`config.mk`:
```
export PLATFORM = sky130hd
export DESIGN_NAME = fsk_demod
export DESIGN_NICKNAME = d
export VERILOG_FILES = /design/src/rtl/fsk_demod.sv
export SDC_FILE = /design/constraint.sdc
export NUM_CORES = 1
export LEC_CHECK = 0
export ABC_AREA = 1
export BUFFER_PORTS_ARGS = -buffer_cell sky130_fd_sc_hd__buf_2
export CAP_MARGIN = 20
export CELL_PAD_IN_SITES_DETAIL_PLACEMENT = 1
export CELL_PAD_IN_SITES_GLOBAL_PLACEMENT = 1
export CORE_ASPECT_RATIO = 1.1
export CORE_MARGIN = 3
export CORE_UTILIZATION = 43
export DETAILED_ROUTE_END_ITERATION = 6
export PLACE_DENSITY = 0.86
export SLEW_MARGIN = 10
export SYNTH_ARGS = -nofsm -noshare
export SYNTH_HDL_FRONTEND = slang
export SYNTH_SLANG_ARGS = --single-unit
export TNS_END_PERCENT = 50
```
`constraint.sdc`:
```
create_clock -name clk -period 3.8 [get_ports clk]
set_input_delay 0 -clock clk [delete_from_list [all_inputs] [get_ports clk]]
set_output_delay 0 -clock clk [all_outputs]
set_load 0.02 [all_outputs]
```
`src/rtl/fsk_demod.sv`:
```
// Two-tone FSK demodulator: measures rise-to-rise periods of fsk_in, classifies
// long periods as 1, debounces the decision and flags carrier loss.
// Optional input synchronizer enabled by defining FSK_DEMOD_SYNC_EN.
module fsk_demod #(
  parameter int CNT_W   = 8,
  parameter int THRESH  = 12,
  parameter int CONFIRM = 2,
  parameter int TIMEOUT = 200
) (
  input  logic             clk,
  input  logic             rst,
  input  logic             fsk_in,
  output logic             m_ser_code_out,
  output logic             code_valid,
  output logic [CNT_W-1:0] period_out,
  output logic             carrier_lost
);

  localparam int AGR_W = $clog2(CONFIRM) + 1;

  localparam logic [CNT_W-1:0] ThreshC  = CNT_W'(THRESH);
  localparam logic [CNT_W-1:0] TimeoutC = CNT_W'(TIMEOUT);
  localparam logic [AGR_W-1:0] ConfirmC = AGR_W'(CONFIRM);

  localparam logic [0:0] StIdle  = 1'b0;
  localparam logic [0:0] StTrack = 1'b1;

  logic             in_s;
  logic             cur_q, cur_d, prev_q, prev_d;
  logic [CNT_W-1:0] cnt_q, cnt_d;
  logic [0:0]       state_q, state_d;
  logic             cand_q, cand_d;
  logic [AGR_W-1:0] agree_q, agree_d;
  logic             ser_q, ser_d;
  logic             valid_q, valid_d;
  logic [CNT_W-1:0] period_q, period_d;
  logic             lost_q, lost_d;
  logic             rise;
  logic             cls;

`ifdef FSK_DEMOD_SYNC_EN
  logic [1:0] sync_q, sync_d;

  always_comb begin
    sync_d = {sync_q[0], fsk_in};
    in_s   = sync_q[1];
  end

  always_ff @(posedge clk) begin
    if (rst) begin
      sync_q <= '0;
    end else begin
      sync_q <= sync_d;
    end
  end
`else
  always_comb begin
    in_s = fsk_in;
  end
`endif

  always_comb begin
    cur_d  = in_s;
    prev_d = cur_q;
    rise   = cur_q & ~prev_q;

    if (rise) begin
      cnt_d = CNT_W'(1);
    end else if (cnt_q != '1) begin
      cnt_d = cnt_q + CNT_W'(1);
    end else begin
      cnt_d = cnt_q;
    end
  end

  always_comb begin
    state_d  = state_q;
    cand_d   = cand_q;
    agree_d  = agree_q;
    ser_d    = ser_q;
    valid_d  = 1'b0;
    period_d = period_q;
    lost_d   = lost_q;
    cls      = 1'b0;

    case (state_q)
      StIdle: begin
        // The first edge only establishes a reference; no period yet.
        if (rise) begin
          state_d = StTrack;
          lost_d  = 1'b0;
        end
      end
      StTrack: begin
        if (rise) begin
          valid_d  = 1'b1;
          period_d = cnt_q;
          cls      = (cnt_q > ThreshC);
          if (cls == cand_q) begin
            agree_d = (agree_q >= ConfirmC) ? ConfirmC : agree_q + AGR_W'(1);
          end else begin
            cand_d  = cls;
            agree_d = AGR_W'(1);
          end
          if (agree_d == ConfirmC) begin
            ser_d = cand_d;
          end
        end else if (cnt_q == TimeoutC) begin
          // Output bit holds across a dropout; only the debounce restarts.
          state_d = StIdle;
          lost_d  = 1'b1;
          agree_d = '0;
        end
      end
      default: begin
        state_d = StIdle;
      end
    endcase
  end

  always_ff @(posedge clk) begin
    if (rst) begin
      cur_q    <= 1'b0;
      prev_q   <= 1'b0;
      cnt_q    <= '0;
      state_q  <= StIdle;
      cand_q   <= 1'b0;
      agree_q  <= '0;
      ser_q    <= 1'b0;
      valid_q  <= 1'b0;
      period_q <= '0;
      lost_q   <= 1'b1;
    end else begin
      cur_q    <= cur_d;
      prev_q   <= prev_d;
      cnt_q    <= cnt_d;
      state_q  <= state_d;
      cand_q   <= cand_d;
      agree_q  <= agree_d;
      ser_q    <= ser_d;
      valid_q  <= valid_d;
      period_q <= period_d;
      lost_q   <= lost_d;
    end
  end

  assign m_ser_code_out = ser_q;
  assign code_valid     = valid_q;
  assign period_out     = period_q;
  assign carrier_lost   = lost_q;

endmodule
```
==> results.json, run 1 <==
{
  "drt-vias-per-instance": 5.19,
  "core-area_um2": 2320,
  "hpwl_mm": 1.87,
  "numCtsBuffers": 3,
  "drc_errors": 0,
  "maxSlewViolCount": 0,
  "fin_crit_ns": 1.75,
  "maxCapViolCount": 0,
  "rsz0062_at_grt": "no",
  "setup_tns_ns": 0,
  "grt_overflow_total": 0,
  "worst_setup_path_start_kind": "flip-flop",
  "worstPathRequired_ns": 4.06,
  "synth_fp_nets": 150,
  "powerDensity_nw_per_um2": 349,
  "seq_power_share_pct": 64.2,
  "grt_pass1_vias": 985,
  "clock-root-buffer": "clkbuf_4",
  "drive_above_1_share_pct": 14.9,
  "synth_cell_types": 20,
  "vias": 991,
  "antenna_found_initial": 0,
  "pwr-share-clk_pct": 27.6,
  "reg2reg_from": "cnt_q[0]$_SDFFE_PP0P_",
  "synthToLayoutAreaGrowth_pct": 13.2,
  "gp_congestion": 0.820,
  "die_x_um": 54.0,
  "initial_utilization_pct": 47.0,
  "clock_skew_ns": 0.00335,
  "cp_max_fo": 5,
  "finish.net_count": 169,
  "row_count": 18,
  "pwr-share-comb_pct": 8.2,
  "grtUsageTotal_pct": 17.7,
  "final.setup.worst_slack_ns": 2.05,
  "hold_violations": 0,
  "rr_worst_depth": 9,
  "dr.pass1.iters": 4,
  "fin_crit_sh_pct": 46.1,
  "cts_sinks": 25,
  "worstSetupEndpointType": "flip-flop",
  "synth_warnings": 0,
  "peakVddDrop_uv": 182,
  "path_clk_slew_ns": 0.13,
  "leakagePower_nw": 0.568,
  "endpoint": "agree_q[0]$_SDFFE_PP0P_",
  "dr_wl_met3_um": 70,
  "worstSkewPairLatency_ns": 0.31,
  "antenna_cells": 0,
  "die_y_um": 58.8,
  "arrival_ns": 2.01,
  "reg2reg_to": "agree_q[0]$_SDFFE_PP0P_",
  "status": "finished clean",
  "routed-wl-met2_mm": 1.22,
  "min_path_type": "reg2reg",
  "yosysSeqAreaShare_pct": 45.9,
  "syn-cell-area_um2": 1090,
  "worst_pin_slew_ns": 0.281,
  "top_layer_used": "met4",
  "dieArea_um2": 3180,
  "cp-startpoint": "cnt_q[0]$_SDFFE_PP0P_",
  "netlist_instances": 143,
  "criticalPathCategory": "reg2reg",
  "p_sw_mw": 0.108,
  "finalWirelength_mm": 2.50,
  "clock.fmax_ghz": 0.570,
  "met1_length_mm": 1.18,
  "htreeDepth": 1,
  "clock_path_buffers": 2,
  "place_ws_ns": 2.05,
  "ys_ff_latch": 25,
  "swShare_pct": 25.1,
  "io_buffers": 13,
  "grt_pass1_wl_mm": 4.20,
  "drt_iter0_markers": 30,
  "final_util_pct": 53.2,
  "setup_viol_count_final": 0,
  "detail-route-antenna-nets": 0,
  "pin_count": 14,
  "grt_max_degree": 17,
  "internal-power_mw": 0.322,
  "cts_tree": "yes",
  "relSlewSlack_pct": 81.2,
  "syn_area_per_cell_um2": 7.63,
  "rrSetupSlack_ns": 2.05,
  "wire_per_inst_um": 13.1
}
-- metrics by stage --
step / std cells / hold slack (ns) / instance area, um2 / total power [mW]
3_3_place_gp: 184 / 0.201 / 1180 / 0.312
2_1_floorplan: 143 / 0.107 / 1090 / 0.305
6_report: 191 / 0.480 / 1230 / 0.430
4_1_cts: 191 / 0.480 / 1230 / 0.435
5_1_grt: 191 / 0.507 / 1230 / 0.453
3_5_place_dp: 184 / 0.210 / 1180 / 0.315
-- worst min-delay path by stage --
stage / from / endpoint / slack (ns) / depth (start not counted)
finish: period_out[6]$_SDFFE_PP0P_ / period_out[6]$_SDFFE_PP0P_ / 0.48 / 2
global placement: fsk_in / cur_q$_SDFF_PP0_ / 0.20 / 3
global route: period_out[6]$_SDFFE_PP0P_ / period_out[6]$_SDFFE_PP0P_ / 0.51 / 2
CTS: rst / period_out[2]$_SDFFE_PP0P_ / 0.48 / 3
detailed placement: fsk_in / cur_q$_SDFF_PP0_ / 0.21 / 3
floorplan: fsk_in / cur_q$_SDFF_PP0_ / 0.11 / 2
-- state kept, by name, summed over array words and instances, names as in the netlist --
signal	flops
code_valid	1
cur_q	1
prev_q	1
m_ser_code_out	1
carrier_lost	1
agree_q	2
period_out	8
cand_q	1
state_q	1
cnt_q	8
-- power by group through the flow --
stage               combinational [mW]  clock (mW)  sequential, mW
floorplan                       0.0207           0           0.284
global placement                0.0313           0           0.281
detailed placement              0.0331           0           0.282
CTS                             0.0358       0.123           0.276
global route                    0.0400       0.135           0.278
finish                          0.0355       0.119           0.276
-- critical path, stage by stage, from the launching register on --
cell	delay (ns)
dfxtp_1	0.43
inv_1	0.09
ha_1	0.21
o21ai_0	0.26
ha_1	0.29
o21ai_0	0.08
nor2_1	0.09
inv_1	0.07
nand2_1	0.05
a21oi_1	0.12
-- cell type report --
| cell class | count | area (um2) |
|---|---|---|
| inverter | 19 | 72.6 |
| multi-input combinational | 97 | 502 |
| sequential | 25 | 500 |
| timing repair buffer | 16 | 95.1 |
| tap | 30 | 37.5 |
| fill | 325 | 1080 |
| clock inverter | 1 | 5.00 |
| clock buffer | 3 | 22.5 |
-- synthesized netlist by cell type (all sizes together) --
library cell / count / area share (%)
nand2: 28 / 11
dfxtp: 25 / 46
nor2: 22 / 9.6
inv: 18 / 6.2
a21oi: 15 / 6.9
o21ai: 13 / 6.0
nand3: 8 / 3.7
ha: 4 / 4.6
a31oi: 2 / 1.1
buf: 2 / 1.5
nor3: 2 / 0.92
clkinv: 1 / 0.46
nand4: 1 / 0.57
nor4: 1 / 0.57
xnor2: 1 / 0.80
-- timing repair --
| action | in CTS | in global routing |
|---|---|---|
| setup buffers | 0 | 0 |
| endpoints found under the hold margin | 7 | 0 |
| hold buffers | 3 | 0 |
| gates resized for setup | 0 | 0 |
-- placed cells by master (no fill, tap or decap), drive strengths merged --
cell type	instances
ha	4
a31oi	2
inv	18
nor4	1
o21ai	13
nor3	2
dfxtp	25
nand3	8
dlygate4sd3	3
nand4	1
buf	13
clkbuf	3
clkinv	2
a21oi	15
nor2	22
xnor2	1
nand2	28
-- cell families after synthesis --
family	Yosys count	share of synthesized area, %
AND/OR/NAND/NOR	62	26.6
buffers and inverters	21	8.14
AO/OA/AOI/OAI	30	14.0
XOR/XNOR	1	0.803
flip-flops	25	45.9
adder cells (fa/ha/maj)	4	4.59
-- per-layer routing --
layer  track usage, %  up-vias
met5                0        -
met2             30.8       10
met1             21.6      477
met4             6.76        0
li1                 -      500
met3             2.53        4
No activity file was read; power rests on OpenSTA's default activity.
==> run 2, diff against run 1 <==
- CORE_UTILIZATION: 43 -> 40
- PLACE_DENSITY: 0.86 -> 0.82
- clock period: 3.8 -> 1.7 ns (I/O delays scaled with it)
==> results.json, run 2 (synthesis gave the netlist of run 1 again) <==
{
  "status": "finished clean",
  "worst_pin_slew_ns": 0.316,
  "layout_commonest_cell": "nand2_1",
  "cp_max_fo": 4,
  "swShare_pct": 25.1,
  "finish.net_count": 180,
  "core-area_um2": 2540,
  "cts_sinks": 25,
  "dieArea_um2": 3390,
  "pwr-share-clk_pct": 27.5,
  "antenna_found_initial": 0,
  "clock.fmax_ghz": 0.654,
  "arrival_ns": 1.75,
  "drive_above_1_share_pct": 25.0,
  "maxCapViolCount": 0,
  "path_clk_slew_ns": 0.14,
  "pwr-share-comb_pct": 9.3,
  "fill_cells": 332,
  "worstSetupEndpointType": "flip-flop",
  "die_y_um": 60.8,
  "internal-power_mw": 0.731,
  "relSlewSlack_pct": 78.9,
  "drc_errors": 0,
  "grtUsageTotal_pct": 16.0,
  "vias": 1025,
  "dr.pass1.iters": 4,
  "grt_pass1_wl_mm": 4.31,
  "pin_count": 14,
  "finalWirelength_mm": 2.73,
  "dpl.cell_count": 190,
  "setup_tns_ns": 0,
  "htreeDepth": 1,
  "initial_utilization_pct": 42.9,
  "grt_overflow_total": 0,
  "ff_latch_area_um2": 507,
  "io_buffers": 13,
  "worstSkewPairLatency_ns": 0.31,
  "setup_viol_count_final": 0,
  "fin_crit_ns": 1.53,
  "multi_input_area_um2": 517,
  "clock-root-buffer": "clkbuf_4",
  "row_count": 19,
  "detail-route-antenna-nets": 0,
  "drt-vias-per-instance": 5.05,
  "gp_congestion": 0.796,
  "hpwl_mm": 2.01,
  "grt_pass1_vias": 995,
  "final_cell_mix": "24 x nand2_1, 22 x dfxtp_1, 19 x nor2_1",
  "synthToLayoutAreaGrowth_pct": 22.7,
  "criticalPathCategory": "reg2reg",
  "min_path_cells": 2,
  "grt_max_degree": 17,
  "final_util_pct": 52.6,
  "p_sw_mw": 0.244,
  "worst_setup_path_start_kind": "flip-flop",
  "die_x_um": 55.8,
  "fin_crit_sh_pct": 89.9,
  "drt_iter0_markers": 8,
  "hold_violations": 0,
  "powerDensity_nw_per_um2": 728,
  "worstPathRequired_ns": 1.93,
  "clock_path_buffers": 2,
  "cts_tree": "yes",
  "min_path_type": "reg2reg",
  "instances_no_fill": 203,
  "wire_per_inst_um": 13.5,
  "numCtsBuffers": 3,
  "clock_skew_ns": 0.00333,
  "maxSlewViolCount": 0,
  "seq_power_share_pct": 63.2,
  "antenna_cells": 0,
  "rr_worst_depth": 9,
  "place_ws_ns": 0.0264,
  "peakVddDrop_uv": 590,
  "leakagePower_nw": 0.628,
  "final.setup.worst_slack_ns": 0.172
}
run 2: worst paths after layout:
| path | to | slack [ns] | from |
|---|---|---|---|
| min | period_out[6]$_SDFFE_PP0P_ | 0.48 | period_out[6]$_SDFFE_PP0P_ |
| max | m_ser_code_out$_SDFFE_PP0P_ | 0.17 | cnt_q[0]$_SDFFE_PP0P_ |
| max reg2reg | m_ser_code_out$_SDFFE_PP0P_ | 0.17 | cnt_q[0]$_SDFFE_PP0P_ |
| min reg2reg | period_out[6]$_SDFFE_PP0P_ | 0.48 | period_out[6]$_SDFFE_PP0P_ |
run 2: power by group through the flow:
stage,registers (mW),clock network (mW),logic (mW)
5_1_grt,0.619,0.302,0.102
3_3_place_gp,0.628,0,0.0755
2_1_floorplan,0.635,0,0.0462
4_1_cts,0.616,0.274,0.0841
3_5_place_dp,0.629,0,0.0780
6_report,0.616,0.269,0.0907
run 2: per-stage QoR:
step	area [um2]	total power, mW	hold WS, ns
2_1_floorplan	1090	0.682	0.107
3_3_place_gp	1220	0.703	0.200
3_5_place_dp	1220	0.707	0.217
4_1_cts	1270	0.974	0.480
5_1_grt	1340	1.02	0.515
6_report	1340	0.975	0.479
run 2: final cells by class:
class | instances | share of cell area [%]
Inverter | 19 | 5.42
Clock buffer | 4 | 1.96
Tap cell | 31 | 2.90
Sequential cell | 25 | 37.9
Timing Repair Buffer | 27 | 13.3
Multi-Input combinational cell | 97 | 38.6
run 2: critical path, cell delays in order (launching register included):
cell and delay [ns]:
dfxtp_4 0.39, inv_1 0.05, ha_1 0.21, o21ai_2 0.14, ha_1 0.24, o21ai_0 0.07, nor2_1 0.08, buf_4 0.13
nor2_1 0.08, nor2_1 0.05
run 2: repair_timing:
action	in CTS	in global routing
pin swaps	0	4
cloned	0	0
hold endpoints to repair	7	0
endpoints found under the setup margin	1	3
hold buffers	3	0
setup buffers	0	6
gates resized for setup	1	10
run 2: metal layers:
metal	wire [um]	vias to the layer above	global-route usage, %
li1	-	520	-
met1	1240	489	19.0
met2	1410	14	29.7
met3	71	2	3.19
met4	14	0	4.51
met5	0	-	0
==> run 3, diff against run 2 <==
- GPL_TIMING_DRIVEN: not set -> 0
==> results.json, run 3 (synthesis gave the netlist of run 1 again) <==
{
  "max_stage_delay_ns": 0.37,
  "hold_violations": 0,
  "final.setup.worst_slack_ns": 0.0421,
  "antenna_found_initial": 0,
  "maxSlewViolCount": 0,
  "path_delay_family": "simple AND/OR/NAND/NOR gates",
  "die_x_um": 55.8,
  "dr.pass1.iters": 4,
  "drive_above_1_share_pct": 24.6,
  "layout_commonest_cell": "nand2_1",
  "critPathSlowestCell": "dfxtp_2",
  "row_count": 19,
  "min_path_type": "in2reg",
  "gr-usage-met2_pct": 29.7,
  "place_ws_ns": -0.118,
  "worst-path-buf-inv": 3,
  "clock_skew_ns": 0.00543,
  "fin_crit_sh_pct": 97.5,
  "worst_pin_slew_ns": 0.294,
  "worstPathCellList": "inv_2 -> nand2_2 -> nor3_2 -> o21ai_2 -> buf_4 -> buf_4 -> ha_1 -> nor2_2 -> nand2_1 -> nand2_1 -> nor2_1",
  "worstPathRequired_ns": 1.94,
  "wire_per_inst_um": 14.4,
  "synthToLayoutAreaGrowth_pct": 21.2,
  "final_cell_mix": "24 x nand2_1, 22 x dfxtp_1, 17 x nor2_1",
  "pin_count": 14,
  "htreeDepth": 1,
  "leakagePower_nw": 0.606,
  "finish.net_count": 175,
  "grt_pass1_wl_mm": 4.26,
  "hpwl_mm": 1.97,
  "dieArea_um2": 3390,
  "worstSetupEndpointType": "flip-flop",
  "powerDensity_nw_per_um2": 747,
  "clock.fmax_ghz": 0.603,
  "worst_setup_path_start_kind": "flip-flop",
  "grt_max_degree": 15,
  "detail-route-antenna-nets": 0,
  "grt_busiest_layer": "met2",
  "drt-vias-per-instance": 5.05,
  "status": "finished clean",
  "antenna_cells": 0,
  "cts_tree": "yes",
  "initial_utilization_pct": 42.9,
  "die_y_um": 60.8,
  "worstSkewPairLatency_ns": 0.33,
  "arrival_ns": 1.90,
  "path_clk_slew_ns": 0.14,
  "use_met1_pct": 18.5,
  "setup_viol_count_final": 0,
  "numCtsBuffers": 3,
  "vias": 1000,
  "cp_max_fo": 4,
  "peakVddDrop_uv": 441,
  "core-area_um2": 2540,
  "maxCapViolCount": 0,
  "criticalPathCategory": "reg2reg",
  "fin_crit_ns": 1.66,
  "cts_sinks": 25,
  "grt_overflow_total": 0,
  "drt_iter0_markers": 9,
  "holdWs_ns": 0.469,
  "grtUsageMet3_pct": 1.91,
  "grt_pass1_vias": 999,
  "clock_path_buffers": 2,
  "clock-root-buffer": "clkbuf_4",
  "io_buffers": 12,
  "relSlewSlack_pct": 80.3,
  "grtUsageTotal_pct": 15.9,
  "gp_congestion": 0.795,
  "drc_errors": 0,
  "finalWirelength_mm": 2.85
}
==> run 3: final timing paths <==
check	startpoint	endpoint	slack (ns)	cells past startpoint
min reg2reg	period_out[2]$_SDFFE_PP0P_	period_out[2]$_SDFFE_PP0P_	0.48	2
max	cnt_q[5]$_SDFFE_PP0P_	m_ser_code_out$_SDFFE_PP0P_	0.04	11
max reg2reg	cnt_q[5]$_SDFFE_PP0P_	m_ser_code_out$_SDFFE_PP0P_	0.04	11
min	rst	agree_q[1]$_SDFFE_PP0P_	0.47	3
==> run 3: timing repair <==
action | 4_1_cts | 5_1_grt
gates cloned | 0 | 0
pin swaps | 1 | 5
setup endpoints to repair | 3 | 3
setup buffers | 1 | 4
hold endpoints to repair | 7 | 0
hold buffers | 3 | 0
resized for setup | 2 | 14
==> run 3: metal layers <==
| layer | up-vias | routed length (um) |
|---|---|---|
| met5 | - | 0 |
| met4 | 0 | 56 |
| met2 | 14 | 1530 |
| met3 | 6 | 58 |
| li1 | 508 | - |
| met1 | 472 | 1210 |
==> run 3: worst reg2reg max path, stage by stage, from the launching register on <==
cell and delay (ns):
dfxtp_2 0.37, inv_2 0.08, nand2_2 0.07, nor3_2 0.21, o21ai_2 0.10, buf_4 0.14
buf_4 0.12, ha_1 0.19, nor2_2 0.11, nand2_1 0.07, nand2_1 0.07, nor2_1 0.05
==> run 3: metrics by stage <==
step                setup TNS [ns]  util, %  instance area [um2]  std cells  total power, mW
floorplan                        0        -                 1090        143            0.682
global placement           -0.0181     46.8                 1190        186            0.701
detailed placement          -0.272     46.8                 1190        186            0.706
CTS                              0     49.4                 1260        194            0.983
global route                -0.186     52.0                 1320        198             1.02
finish                           0     52.0                 1320        198            0.988
==> run 3: cell type report <==
type | instances | area [um2]
clock inverters | 1 | 5.00
clock buffers | 3 | 22.5
well taps | 31 | 38.8
fillers | 310 | 1220
plain buffers | 2 | 16.3
multi-input cells | 97 | 531
inverters | 19 | 72.6
repair buffers | 20 | 128
flip-flops and latches | 25 | 509
==> run 3: power breakdown <==
| group | total [mW] | internal, mW | switching, mW |
|---|---|---|---|
| clock network | 0.280 | 0.0884 | 0.191 |
| registers | 0.616 | 0.601 | 0.0147 |
| logic | 0.0917 | 0.0362 | 0.0555 |
| total | 0.988 | 0.726 | 0.262 |
